[config.mk]
export PLATFORM = sky130hd
export DESIGN_NAME = frame_seq_ctrl
export DESIGN_NICKNAME = d
export VERILOG_FILES = /design/src/rtl/frame_gen_pkg.sv /design/src/rtl/frame_pat_next.sv /design/src/rtl/frame_seq_ctrl.sv
export SDC_FILE = /design/constraint.sdc
export NUM_CORES = 1
export LEC_CHECK = 0
export ABC_AREA = 0
export ABC_CLOCK_PERIOD_IN_PS = 3240
export CELL_PAD_IN_SITES_DETAIL_PLACEMENT = 1
export CELL_PAD_IN_SITES_GLOBAL_PLACEMENT = 1
export CORE_UTILIZATION = 40
export DETAILED_ROUTE_END_ITERATION = 7
export PLACE_DENSITY_LB_ADDON = 0.1
export SLEW_MARGIN = 10
export SYNTH_ARGS = -nofsm -noshare
export SYNTH_HDL_FRONTEND = slang
export SYNTH_SLANG_ARGS = --single-unit
[constraint.sdc]
create_clock -name clk -period 3.24 [get_ports clk]
set_input_delay 0.324 -clock clk [delete_from_list [all_inputs] [get_ports clk]]
set_output_delay 0.324 -clock clk [all_outputs]
set_load 0.1 [all_outputs]
[src/rtl/frame_gen_pkg.sv]
// Shared types and constants for the frame generator and its sequencer.
// Pattern codes mirror the sel decoding in frame_pattern_gen.
package frame_gen_pkg;

  localparam int unsigned SEL_W     = 3;
  localparam int unsigned PAT_CODES = 1 << SEL_W;

  typedef enum logic [1:0] {
    StIdle,
    StRun,
    StDrain,
    StDone
  } seq_state_e;

  localparam logic [SEL_W-1:0] PatColorBars  = 3'd0;
  localparam logic [SEL_W-1:0] PatRampH      = 3'd1;
  localparam logic [SEL_W-1:0] PatRampV      = 3'd2;
  localparam logic [SEL_W-1:0] PatChecker    = 3'd3;
  localparam logic [SEL_W-1:0] PatWalkOne    = 3'd4;
  localparam logic [SEL_W-1:0] PatSolidWhite = 3'd5;
  localparam logic [SEL_W-1:0] PatSolidBlack = 3'd6;
  localparam logic [SEL_W-1:0] PatPrbs       = 3'd7;

  function automatic logic [SEL_W-1:0] lowest_set(input logic [PAT_CODES-1:0] mask);
    lowest_set = '0;
    for (int i = PAT_CODES - 1; i >= 0; i--) begin
      if (mask[i]) lowest_set = SEL_W'(i);
    end
  endfunction

endpackage

[src/rtl/frame_pat_next.sv]
// Next enabled pattern code above cur, wrapping to the lowest enabled code.
// wrap is set whenever the search had to wrap (including a single-bit mask).
module frame_pat_next
  import frame_gen_pkg::*;
(
  input  logic [PAT_CODES-1:0] mask,
  input  logic [SEL_W-1:0]     cur,
  output logic [SEL_W-1:0]     nxt,
  output logic                 wrap
);

  always_comb begin
    nxt  = lowest_set(mask);
    wrap = 1'b1;
    // Descending scan so the last hit is the closest set bit above cur.
    for (int i = PAT_CODES - 1; i >= 0; i--) begin
      if (mask[i] && (i > int'(cur))) begin
        nxt  = SEL_W'(i);
        wrap = 1'b0;
      end
    end
  end

endmodule

[src/rtl/frame_seq_ctrl.sv]
// Sequences frame_gen through the enabled test patterns, holding each for a
// programmed number of frames; all changes land in the fval-low gap.
module frame_seq_ctrl
  import frame_gen_pkg::*;
#(
  parameter int unsigned FRAME_CNT_W = 16,
  parameter int unsigned NUM_PAT     = 8
) (
  input  logic                   clk,
  input  logic                   rst,
  input  logic                   start,
  input  logic                   abort,
  input  logic                   loop,
  input  logic [FRAME_CNT_W-1:0] frames_per_pat,
  input  logic [NUM_PAT-1:0]     pat_mask,
  input  logic                   fval,
  output logic                   en,
  output logic [SEL_W-1:0]       sel,
  output logic                   busy,
  output logic                   done,
  output logic                   err,
  output logic [FRAME_CNT_W-1:0] frame_cnt
);

  seq_state_e             state_q, state_d;
  logic                   fval_d_q;
  logic                   en_q, en_d;
  logic [SEL_W-1:0]       sel_q, sel_d;
  logic                   busy_q, busy_d;
  logic                   done_q, done_d;
  logic                   err_q, err_d;
  logic [FRAME_CNT_W-1:0] frame_cnt_q, frame_cnt_d;
  logic [FRAME_CNT_W-1:0] pat_cnt_q, pat_cnt_d;
  logic [FRAME_CNT_W-1:0] limit_q, limit_d;
  logic [PAT_CODES-1:0]   mask_q, mask_d;

  logic [PAT_CODES-1:0]   pat_mask_ext;
  logic [FRAME_CNT_W-1:0] frame_cnt_inc;
  logic [SEL_W-1:0]       nxt_sel;
  logic                   nxt_wrap;
  logic                   fe;

  assign pat_mask_ext  = PAT_CODES'(pat_mask);
  assign fe            = fval_d_q & ~fval;
  assign frame_cnt_inc = (&frame_cnt_q) ? frame_cnt_q : frame_cnt_q + 1'b1;

  frame_pat_next u_pat_next (
    .mask (mask_q),
    .cur  (sel_q),
    .nxt  (nxt_sel),
    .wrap (nxt_wrap)
  );

  always_comb begin
    state_d     = state_q;
    en_d        = en_q;
    sel_d       = sel_q;
    frame_cnt_d = frame_cnt_q;
    pat_cnt_d   = pat_cnt_q;
    limit_d     = limit_q;
    mask_d      = mask_q;
    err_d       = 1'b0;
    done_d      = 1'b0;

    unique case (state_q)
      StIdle: begin
        if (start && !abort) begin
          if (pat_mask_ext == '0) begin
            err_d = 1'b1;
          end else begin
            mask_d      = pat_mask_ext;
            limit_d     = (frames_per_pat == '0) ? FRAME_CNT_W'(1) : frames_per_pat;
            sel_d       = lowest_set(pat_mask_ext);
            frame_cnt_d = '0;
            pat_cnt_d   = '0;
            en_d        = 1'b1;
            state_d     = StRun;
          end
        end
      end
      StRun: begin
        if (fe) begin
          frame_cnt_d = frame_cnt_inc;
          if (pat_cnt_q == limit_q - 1'b1) begin
            pat_cnt_d = '0;
            if (nxt_wrap && !loop) begin
              en_d    = 1'b0;
              state_d = StDone;
            end else begin
              sel_d = nxt_sel;
            end
          end else begin
            pat_cnt_d = pat_cnt_q + 1'b1;
          end
        end
        // A stop request freezes sel; an in-flight frame is drained first.
        if (abort) begin
          sel_d = sel_q;
          if (!fval) begin
            en_d    = 1'b0;
            state_d = StDone;
          end else begin
            state_d = StDrain;
          end
        end
      end
      StDrain: begin
        if (fe) begin
          frame_cnt_d = frame_cnt_inc;
          en_d        = 1'b0;
          state_d     = StDone;
        end
      end
      StDone: begin
        done_d  = 1'b1;
        state_d = StIdle;
      end
      default: state_d = StIdle;
    endcase

    busy_d = (state_d != StIdle);
  end

  always_ff @(posedge clk or posedge rst) begin
    if (rst) begin
      state_q     <= StIdle;
      fval_d_q    <= 1'b0;
      en_q        <= 1'b0;
      sel_q       <= '0;
      busy_q      <= 1'b0;
      done_q      <= 1'b0;
      err_q       <= 1'b0;
      frame_cnt_q <= '0;
      pat_cnt_q   <= '0;
      limit_q     <= FRAME_CNT_W'(1);
      mask_q      <= '0;
    end else begin
      state_q     <= state_d;
      fval_d_q    <= fval;
      en_q        <= en_d;
      sel_q       <= sel_d;
      busy_q      <= busy_d;
      done_q      <= done_d;
      err_q       <= err_d;
      frame_cnt_q <= frame_cnt_d;
      pat_cnt_q   <= pat_cnt_d;
      limit_q     <= limit_d;
      mask_q      <= mask_d;
    end
  end

  assign en        = en_q;
  assign sel       = sel_q;
  assign busy      = busy_q;
  assign done      = done_q;
  assign err       = err_q;
  assign frame_cnt = frame_cnt_q;

endmodule

== Word level (Yosys, flattened, before mapping) ==
Index checks and enable logic that the tools add are counted.
Storage, ports and cells
  bits in registers: 66
  input bits: 30
  output and inout bits: 23
  word-level logic and storage cells: 130
Cells by class
  add/sub/neg operators: 3
  magnitude comparators: 7
  eq/ne operators: 13
  mux-type cells: 68
  bitwise logic cells: 3
  reductions and logical operators: 25
Operators with widths (count)
  16-bit two-way mux: 7
  3-bit two-way mux: 29
  16-bit case mux with 2 select lines: 2
  16-bit by 1-bit adder with 16-bit output (second input constant): 2
  1-bit two-way mux: 20
  16-bit equality test: 1
  16-bit logical NOT: 1
  2-bit inequality test (second input constant): 8
  16-bit AND reduction: 1
  16-bit by 1-bit subtractor with 16-bit output (second input constant): 1
  2-bit two-way mux: 7
  3-bit greater-than comparator (first input constant): 4
  1-bit logical AND: 9
  8-bit logical NOT: 1
  2-bit case mux with 4 select lines: 1
  4-bit AND reduction: 2
  7-bit AND reduction: 1
  2-bit by 3-bit greater-than comparator with 1-bit output (first input constant): 2
  3-bit case mux with 2 select lines: 1
  2-bit nonzero test: 3
  5-bit AND reduction: 1
  2-bit equality test (second input constant): 2
  1-bit by 3-bit greater-than comparator with 1-bit output (first input constant): 1
  1-bit case mux with 3 select lines: 1
  9 further kinds: 11

== Longest topological paths before layout ==
  word-level depth: 20
  gate-level depth with buffers: 10
  gate-level depth less buffers: 9

== By module ==
From an unflattened synthesis, not the netlist that was laid out.
Unflattened totals
  cell total of the unflattened synthesis: 424
  area, all modules: 3961.3 µm²
By module, submodules not included
  frame_seq_ctrl: instances 1, cells each 378, area each 3706.1 µm², sequential area each 1652.8 µm²
  frame_pat_next: instances 1, cells each 46, area each 255.2 µm², sequential area each 0.0 µm²

== Least setup slack after synthesis ==
Ideal clock, no wire load.
  kind: register -> register
  from: register limit_q[3]
  to: register pat_cnt_q[10]
  setup time: 119 ps
  arrival time: 2693 ps
  required time: 3121 ps
  path slack: 427 ps
  stages on the path, launching flop included: 10
  buffers on the path: 2
  clock period less this slack: 2813 ps
  path through: dfrtp_1 -> buf_6 -> or4_4 -> nor4_1 -> mux2i_1 -> o211ai_4 -> o41ai_4 -> and2_1 -> buf_6 -> nor2_2
On the way
  cells in the longest elaborated chain, start to end: 5
RTL lines
  start, declared: line frame_seq_ctrl.sv:34  | logic [FRAME_CNT_W-1:0] limit_q, limit_d;
  start signal, assigned: line frame_seq_ctrl.sv:147  | limit_q <= limit_d;
  16-bit by 1-bit subtractor with 16-bit output: line frame_seq_ctrl.sv:84  | if (pat_cnt_q == limit_q - 1'b1) begin
  16-bit equality test: line frame_seq_ctrl.sv:84
  16-bit two-way mux: line frame_seq_ctrl.sv:84
  16-bit two-way mux: line frame_seq_ctrl.sv:82  | if (fe) begin
  16-bit case mux with 2 select lines: line frame_seq_ctrl.sv:65  | unique case (state_q)
  end signal, assigned: line frame_seq_ctrl.sv:146  | pat_cnt_q <= pat_cnt_d;
  end, declared: line frame_seq_ctrl.sv:33  | logic [FRAME_CNT_W-1:0] pat_cnt_q, pat_cnt_d;
No other way between the ends. The select of a mux whose other input is x is not followed.
A chain may end at the register's enable or synchronous reset.

== Final worst setup path ==
  from: register limit_q[0]
  to: register sel_q[1], in the netlist sel[1]
On the way
  cells in the longest elaborated chain, start to end: 4
RTL lines
  16-bit by 1-bit subtractor with 16-bit output: line frame_seq_ctrl.sv:84
  16-bit equality test: line frame_seq_ctrl.sv:84
  2-bit inequality test (no source line)
  7-bit AND reduction (no source line)
  end signal, assigned: line frame_seq_ctrl.sv:141  | sel_q <= sel_d;
  end, declared: line frame_seq_ctrl.sv:28  | logic [SEL_W-1:0] sel_q, sel_d;
No other way between the ends.

==> flow_metrics.tcl <==
set metrics [dict create \
    routed_wl_mm 11.5 \
    hold_viol 0 \
    insertion_delay_ps 360 \
    clkTransAtPathRegs_ps 90 \
    end_kind "register" \
    syn_area_sq_mm 0.00432 \
    post_cts_buffers 0 \
    drv_cap 0 \
    dieWidth_um 106 \
    worstMarginPinSlew_ps 984 \
    slew_violations 0 \
    cts_resized 0 \
    routed-via-count 3808 \
    seq_area_frac_synth 0.382 \
    yosysTopAreaCell "dfrtp_1" \
    synth_top_area_frac 0.376 \
    cts_root_buffer "clkbuf_8" \
    critPathRequiredTime_ps 3480 \
    h-tree-depth 3 \
    hold_path_class "in2async" \
    numCtsBuffers 9 \
    viasPerCell 5.71 \
    timing.critical_path.buf_inv 1 \
    initial_core_util 0.415 \
    diodes 0 \
    fin_util 0.499 \
    port_buffers 52 \
    max_stage_delay_ps 600 \
    status "complete, no violations" \
    synth_nets 505 \
    ys.flop_type "dfrtp_1" \
    dp_hpwl_mm 8.84 \
    synth_common_cells "dfrtp_1, nand2_1, nor2_1" \
    track_usage 0.222 \
    nets 563 \
    place_inst 651 \
    area_delta_synth_final_pct 20.3 \
    synth.most_common_cell "dfrtp_1" \
    worstPathCellList "inv_1, ha_1, nor2b_1, or3_1, a31oi_1, o2111ai_4, nor4_1, o21ai_2, mux2_4" \
    fin_area_sq_mm 0.00520 \
    clock_path_buffers 2 \
    ff_latch_area_sq_mm 0.00165 \
    drive_above_1_share 0.153 \
    cp_max_fo 6 \
    grt_pass1_vias 3867 \
    synth.avg_cell_area_sq_um 9.24 \
    io_pins 53 \
    grt_setup_unrepaired "no" \
    cts_tree "done" \
    setup_viol 0 \
    post-place-ws_ps 285 \
    overflow 0 \
    cp.arrival_ps 3180 \
    wl_per_cell_um 17.3 \
    synthTopCellsByArea "dfrtp_1, mux2_2, xnor2_1, nand2_1, nor2_1" \
    ys_ff_latch 66 \
    place_area_sq_mm 0.00502 \
    grt_max_degree 27 \
    max-slew-margin-rel 0.342 \
    die_h_um 106 \
    yosysUniqueCellTypes 71 \
    drtIter0Drc 167 \
    die_area_sq_mm 0.0112 \
    path_class "reg2reg" \
    start_kind "register" \
    synth_edf_count 0 \
    instances_no_fill 667 \
    max_freq_mhz 340 \
    grt_pass1_wl_mm 19.6 \
    ir_worst_vdd_uv 348 \
    syn_inst 468 \
    async_flop_share 1.00 \
    p_leak_nw 2.01 \
    hold_buffers 0 \
    p_per_area_mw_per_mm2 791 \
    routabilityCongestion 0.826 \
    cts.sinks 66 \
    fillers 1216 \
    power_mw 4.12 \
    final.setup.tns_ps 0 \
    drtAntennaViolNets 0 \
    fin_crit_ps 2940 \
    period_share 0.907 \
    multi_input_comb_area_sq_mm 0.00253 \
    timing.final.ws_setup_ps 302 \
    fin_skew_ps 12.8 \
    crit_path_top_delay_cell "dfstp_2" \
    core_region_area_sq_mm 0.0104 \
    rows 37 \
    yosys_warnings 0 \
    antenna_found_initial 0 \
    dr.pass1.iters 4 \
    finalHoldWorstSlack_ps 293 \
    drc_errors 0 \
    critical_path.top_delay_family "simple AND/OR/NAND/NOR gates" \
]
-- registers in the layout, summed over array words and instances, names as in the netlist, 2 cells and up, named ones only --
register,flops
sel,3
limit_q,16
frame_cnt,16
mask_q,8
state_q,2
pat_cnt_q,16
-- routing by layer --
layer	global-route usage	routed length [um]	vias up
met5	0	0	-
met4	0.0754	137	0
met3	0.0307	305	11
met2	0.370	5610	58
met1	0.297	5480	1909
li1	-	-	1830
-- worst reg2reg max path, delay by kind of cell (launching register included) --
kind,cells,cell delay [ps]
adders and majority gates,1,250
and+or+nand+nor,3,890
AOI/OAI and AO/OA,3,710
DFF,1,600
muxes,1,310
buffers and inverters,1,60
-- report_power, final --
group	leakage (nW)	total [mW]	internal, mW	switching [mW]
clock network	0.0822	0.654	0.282	0.372
logic	1.07	2.06	0.785	1.28
registers	0.858	1.40	1.04	0.360
total	2.01	4.12	2.11	2.01
-- cell type report --
class                      count  area share
multi-input combinational    367       0.486
sequential                    66       0.318
timing repair buffer          64       0.117
tap                          136      0.0327
clock buffer                   9      0.0238
inverter                      18      0.0130
clock inverter                 7      0.0103
-- cell usage in the layout (no fill, tap or decap), drive strengths merged, types with 16 or more instances in the layout --
| cell type | count |
|---|---|
| xnor2 | 23 |
| nor2 | 49 |
| nand3 | 16 |
| a21oi | 19 |
| dfrtp | 65 |
| nor3 | 17 |
| nand2 | 38 |
| mux2 | 20 |
| clkdlybuf4s50 | 51 |
| inv | 20 |
| nor4 | 20 |
| o21ai | 24 |
-- path summary, 6_finish.rpt --
kind                             startpoint           to  slack (ps)  cells after the start
worst max-delay path             limit_q[0]       sel[1]         300                      9
worst min-delay path                    rst     fval_d_q         290                      2
max in group asynchronous               rst   limit_q[0]        2190                      3
worst max register to register   limit_q[0]       sel[1]         300                      9
min in group clk                       fval     fval_d_q         490                      1
worst min register to register  limit_q[15]  limit_q[15]         550                      1
-- kinds of logic (layout without fill, tap and decap cells) --
logic type,after synthesis,count (layout),share of synthesized area
simple gates,198,198,0.252
compound gates,102,102,0.176
flops,66,66,0.382
xor+xnor,36,36,0.0729
buf+inv,35,98,0.0342
mux,24,24,0.0622
fa+ha+maj,7,7,0.0203
No activity file was read; power rests on OpenSTA's default activity.
